`config.mk`:
```
export PLATFORM = sky130hd
export DESIGN_NAME = ps2_ascii_fifo
export DESIGN_NICKNAME = d
export VERILOG_FILES = /design/src/rtl/ps2_ascii_fifo.sv
export SDC_FILE = /design/constraint.sdc
export NUM_CORES = 1
export LEC_CHECK = 0
export BUFFER_PORTS_ARGS = -buffer_cell sky130_fd_sc_hd__clkbuf_2
export CORE_MARGIN = 5
export CORE_UTILIZATION = 56
export DETAILED_ROUTE_END_ITERATION = 16
export PLACE_DENSITY = 0.87
export SYNTH_ARGS = -nofsm -noshare
export SYNTH_HDL_FRONTEND = slang
export SYNTH_SLANG_ARGS = --single-unit
```
`constraint.sdc`:
```
create_clock -name FPGAClk -period 2.2 [get_ports FPGAClk]
set_clock_uncertainty 0.05 [all_clocks]
set_input_delay 0 -clock FPGAClk [delete_from_list [all_inputs] [get_ports FPGAClk]]
set_output_delay 0 -clock FPGAClk [all_outputs]
set_load 0.02 [all_outputs]
```
`src/rtl/ps2_ascii_fifo.sv`:
```
// PS/2 set-2 scan-code decoder: prefix FSM, Shift/CapsLock tracking, ASCII translation
// and a show-ahead character FIFO drained by the VGA text writer.
module ps2_ascii_fifo #(
  parameter int ADDR_W = 4
) (
  input  logic       FPGAClk,
  input  logic       rst,
  input  logic [7:0] code_in,
  input  logic       code_valid,
  input  logic       rd_en,
  output logic [7:0] ascii_out,
  output logic       ascii_valid,
  output logic       fifo_full,
  output logic       overflow,
  output logic       shift,
  output logic       caps
);

  localparam int DEPTH = 2 ** ADDR_W;

  localparam logic [1:0] IDLE    = 2'd0;
  localparam logic [1:0] BRK     = 2'd1;
  localparam logic [1:0] EXT     = 2'd2;
  localparam logic [1:0] EXT_BRK = 2'd3;

  logic [1:0]      state;
  logic            dec_valid;
  logic [7:0]      dec_char;
  logic [8:0]      xlat;
  logic [ADDR_W:0] wr_ptr;
  logic [ADDR_W:0] rd_ptr;
  logic [7:0]      mem [DEPTH];
  logic            empty;
  logic            pop;
  logic            push;

  // Returns {mapped, character}; letters are case-adjusted by shift XOR caps,
  // digits only by shift.
  function automatic logic [8:0] translate(input logic [7:0] code,
                                           input logic sh, input logic cp);
    logic [7:0] ch;
    logic       letter;
    logic       mapped;
    ch     = 8'h00;
    letter = 1'b0;
    mapped = 1'b1;
    case (code)
      8'h1C: begin ch = 8'h61; letter = 1'b1; end
      8'h32: begin ch = 8'h62; letter = 1'b1; end
      8'h21: begin ch = 8'h63; letter = 1'b1; end
      8'h23: begin ch = 8'h64; letter = 1'b1; end
      8'h24: begin ch = 8'h65; letter = 1'b1; end
      8'h2B: begin ch = 8'h66; letter = 1'b1; end
      8'h34: begin ch = 8'h67; letter = 1'b1; end
      8'h33: begin ch = 8'h68; letter = 1'b1; end
      8'h43: begin ch = 8'h69; letter = 1'b1; end
      8'h3B: begin ch = 8'h6A; letter = 1'b1; end
      8'h42: begin ch = 8'h6B; letter = 1'b1; end
      8'h4B: begin ch = 8'h6C; letter = 1'b1; end
      8'h3A: begin ch = 8'h6D; letter = 1'b1; end
      8'h31: begin ch = 8'h6E; letter = 1'b1; end
      8'h44: begin ch = 8'h6F; letter = 1'b1; end
      8'h4D: begin ch = 8'h70; letter = 1'b1; end
      8'h15: begin ch = 8'h71; letter = 1'b1; end
      8'h2D: begin ch = 8'h72; letter = 1'b1; end
      8'h1B: begin ch = 8'h73; letter = 1'b1; end
      8'h2C: begin ch = 8'h74; letter = 1'b1; end
      8'h3C: begin ch = 8'h75; letter = 1'b1; end
      8'h2A: begin ch = 8'h76; letter = 1'b1; end
      8'h1D: begin ch = 8'h77; letter = 1'b1; end
      8'h22: begin ch = 8'h78; letter = 1'b1; end
      8'h35: begin ch = 8'h79; letter = 1'b1; end
      8'h1A: begin ch = 8'h7A; letter = 1'b1; end
      8'h16: ch = sh ? 8'h21 : 8'h31;
      8'h1E: ch = sh ? 8'h40 : 8'h32;
      8'h26: ch = sh ? 8'h23 : 8'h33;
      8'h25: ch = sh ? 8'h24 : 8'h34;
      8'h2E: ch = sh ? 8'h25 : 8'h35;
      8'h36: ch = sh ? 8'h5E : 8'h36;
      8'h3D: ch = sh ? 8'h26 : 8'h37;
      8'h3E: ch = sh ? 8'h2A : 8'h38;
      8'h46: ch = sh ? 8'h28 : 8'h39;
      8'h45: ch = sh ? 8'h29 : 8'h30;
      8'h29: ch = 8'h20;
      8'h5A: ch = 8'h0D;
      8'h66: ch = 8'h08;
      default: mapped = 1'b0;
    endcase
    if (letter && (sh ^ cp)) ch = ch - 8'h20;
    return {mapped, ch};
  endfunction

  always_comb begin
    xlat = translate(code_in, shift, caps);
  end

  // Prefix FSM and decode register; modifier keys update state but never push.
  always_ff @(posedge FPGAClk) begin
    if (!rst) begin
      state     <= IDLE;
      shift     <= 1'b0;
      caps      <= 1'b0;
      dec_valid <= 1'b0;
      dec_char  <= 8'h00;
    end else begin
      dec_valid <= 1'b0;
      if (code_valid) begin
        case (state)
          IDLE: begin
            if (code_in == 8'hF0)                         state <= BRK;
            else if (code_in == 8'hE0)                    state <= EXT;
            else if (code_in == 8'h12 || code_in == 8'h59) shift <= 1'b1;
            else if (code_in == 8'h58)                    caps  <= ~caps;
            else begin
              dec_valid <= xlat[8];
              dec_char  <= xlat[7:0];
            end
          end
          BRK: begin
            if (code_in == 8'h12 || code_in == 8'h59) shift <= 1'b0;
            state <= IDLE;
          end
          EXT:     state <= (code_in == 8'hF0) ? EXT_BRK : IDLE;
          default: state <= IDLE;
        endcase
      end
    end
  end

  assign empty       = (wr_ptr == rd_ptr);
  assign fifo_full   = (wr_ptr[ADDR_W] != rd_ptr[ADDR_W]) &&
                       (wr_ptr[ADDR_W-1:0] == rd_ptr[ADDR_W-1:0]);
  assign pop         = rd_en && !empty;
  assign push        = dec_valid && (!fifo_full || pop);
  assign ascii_valid = !empty;
  assign ascii_out   = empty ? 8'h00 : mem[rd_ptr[ADDR_W-1:0]];

  // A push into a full FIFO survives only when a pop frees a slot on the same edge.
  always_ff @(posedge FPGAClk) begin
    if (!rst) begin
      wr_ptr   <= '0;
      rd_ptr   <= '0;
      overflow <= 1'b0;
    end else begin
      if (push) wr_ptr <= wr_ptr + 1'b1;
      if (pop)  rd_ptr <= rd_ptr + 1'b1;
      if (dec_valid && !push) overflow <= 1'b1;
    end
  end

  always_ff @(posedge FPGAClk) begin
    if (push) mem[wr_ptr[ADDR_W-1:0]] <= dec_char;
  end

endmodule

```
==> metrics.txt <==
switch share=0.223; Finished Layout Cells=766; nets=599; Worst-Margin Slew=0.692 ns; global-route wire length before repair=29300 um; Synth async-reset ratio=0; Top Ports=25; r2r endpoint=mem[3][4]$_DFFE_PP_; clk buf depth=2; Pins Over Slew Limit=0; Internal=5.16 mW; post-DP HPWL=11900 um; CP Data Arrival Time=2.43 ns; gpl congestion=0.909; ys flop type=edfxtp_1; Worst setup EP type=output port; Worst Setup Start Kind=flip-flop; Tcrit/Tclk final=1.13; Die Y=124 um; Clock Pin Slew Worst Setup and Hold Paths=0.06 ns; CTS H-Tree Depth=4; Initial Utilization=0.572; final worst setup slack=-0.279 ns; DRT Pass-1 Iters=5; P_sw=1.48 mW; crit-path max FO=6; dpl cells=726; Max-Cap Viols=0; failing checks=setup timing; Port Buffer Count=24; worst IR drop on VDD=0.357 mV; initial detailed-routing violation count=587; layout cells sized above 1=0.315; area share of the largest cell type after synthesis=0.533; post-DR vias/cell=6.40; Fin Setup TNS=-1.98 ns; WL per Instance=25.2 um; initial antenna violation count=0; DIE AREA=0.0153 mm2; Synth Warn #=0; floorplan row count=41; total core area=0.0126 mm2; Pwr Density=761 mW/mm2; post-synth cell types=72; final instance area=0.00873 mm2; ranking of synthesized cells by area=edfxtp_1 (53%), mux4_2 (12%), dfxtp_1 (7.8%); GRT Total Usage=0.267; drt drc=0; Flop pwr share=0.490; top achievable clock speed=403 MHz; hold wc startpoint=code_in[1]; filler cell count=845; syn nets=520; Worst slew margin=0.538; clock latency on the worst-skew pair=0.42 ns; vias in the first global route=4989; DR vias=4906; synthesized flop and latch total=156; r2r startpoint=wr_ptr[1]$_SDFFE_PN0P_; Hold WC Path Type=input port to flip-flop; area leader, netlist=edfxtp_1; Seq/Total Area, Yosys=0.610; storage element area=0.00441 mm2; TritonCTS Sinks=156; dpl cell area=0.00791 mm2; Layout area overhead=21.0%; final hold vios=0; multi-input combinational cell area=0.00264 mm2; status=finished with violations; unrepaired setup endpoints after global routing=true; combinational power share=0.072; WHS Path Cells=4; final setup fails=8; Antenna Violating Nets Remaining=0; P_leak=3.05 nW; die width=124 um; syn avg cell area=14.4 um2; cells after synthesis=502; Final min period=2.48 ns; r2r worst-path depth=7; total chip power=6.64 mW; Hold Slack=0.164 ns; CTS Root Cell=clkbuf_16; CTS Buf Count=17; Setup CP Type=flip-flop to output port; Required @ worst endpoint=2.15 ns; WHS Endpoint=dec_char[2]$_SDFFE_PN0P_; reg2reg setup slack=0.11 ns; grt ovf=0; total length of routed wires=19300 um; CTS tree=built; largest net degree at the start of global routing=33; Mapped Area=0.00722 mm2; Post-synth EDFFs=128; Clock Power Share=0.438; n_diodes=0
[sequential cells by signal (all words and copies together) (netlist names), named ones only]
signal,flops
rd_ptr,5
state,2
mem,128
dec_valid,1
caps,1
dec_char,8
wr_ptr,5
overflow,1
shift,1
[placed cells by master (no fill, tap or decap), types with 10 or more instances in the layout]
cell,count
nor2_1,45
nand2_1,21
dfxtp_1,26
a21oi_1,19
buf_4,62
inv_1,10
xor2_1,14
nand2b_1,10
mux4_2,40
clkbuf_2,16
edfxtp_1,128
clkbuf_16,23
[power by group through the flow]
stage               combinational [mW]  clock, mW  sequential [mW]
global route                     0.510       3.08             3.26
detailed placement               0.419          0             3.31
finish                           0.478       2.91             3.25
floorplan                        0.278          0             3.29
global placement                 0.413          0             3.31
CTS                              0.437       2.93             3.25
[synth_stat cells (2+ instances only)]
cell	number
buf_2	15
xor2_1	14
o32ai_1	3
and3_1	3
mux4_2	40
o21ai_0	6
a2bb2oi_1	2
nor3b_1	4
nor4b_1	3
o22ai_1	2
o31ai_1	3
a31oi_1	6
nand4_1	8
nor2_1	45
nor4bb_1	2
nand4b_1	3
xnor2_1	6
mux2i_1	4
ha_1	6
a32oi_1	4
nand2_1	21
edfxtp_1	128
nand3_1	4
o311ai_0	2
nor4_1	4
inv_1	9
a22o_1	3
o211ai_1	4
nor2b_1	8
clkbuf_1	13
o21ai_1	3
nor3_1	9
a21oi_1	19
nand2b_1	10
or3b_2	2
nand3b_1	2
a22oi_1	4
buf_6	3
o21a_1	3
buf_1	5
dfxtp_1	28
and2_1	9
[final cells by class]
type	count	share of cell area
multi-input combinational	299	0.302
tap	172	0.0246
inverter	10	0.00430
sequential	156	0.505
clock inverter	10	0.00788
clock buffer	22	0.0606
timing repair buffer	97	0.0954
[critical path: stages, from the launching register on]
cell,delay (ns)
dfxtp_4,0.47
clkbuf_16,0.21
mux4_2,0.54
mux4_2,0.48
and2_4,0.18
buf_6,0.12
[metal layers]
metal / global-route usage / vias to the layer above / part of all wire
met3: 0.0563 / 56 / 0.069
met4: 0.103 / 0 / 0.039
li1: - / 2133 / -
met5: 0 / - / 0
met1: 0.339 / 2441 / 0.38
met2: 0.452 / 276 / 0.51
[metrics by stage]
stage               utilization  setup slack, ns
floorplan                     -           -0.212
global placement          0.627          -0.0158
detailed placement        0.627          -0.0444
CTS                       0.681           -0.263
global route              0.692           -0.305
finish                    0.692           -0.279
[worst max-delay path by stage]
stage / cells after the start / from / to / slack [ns]
global route: 5 / flip-flop / ascii_out[0] / -0.31
floorplan: 6 / wr_ptr[3]$_SDFFE_PN0P_ / mem[0][0]$_DFFE_PP_ / -0.21
finish: 5 / flip-flop / ascii_out[4] / -0.28
global placement: 10 / code_in[3] / dec_char[6]$_SDFFE_PN0P_ / -0.02
CTS: 5 / flip-flop / ascii_out[4] / -0.26
detailed placement: 10 / code_in[3] / dec_char[6]$_SDFFE_PN0P_ / -0.04
[logic make-up after synthesis]
group           share of synthesized area
simple gates                        0.116
mux                                 0.132
fa+ha+maj                          0.0104
buf+inv                            0.0307
xor+xnor                           0.0243
flops                               0.610
compound gates                     0.0766
[what timing repair did]
| action | in CTS | in global routing |
|---|---|---|
| pin swaps | 0 | 2 |
| resized for setup | 4 | 34 |
| hold buffers | 4 | 0 |
| cloned | 1 | 2 |
| hold endpoints to repair | 11 | 0 |
| buffers inserted | 0 | 1 |
| endpoints found under the setup margin | 117 | 76 |
Power figures use the tool's default switching activity.
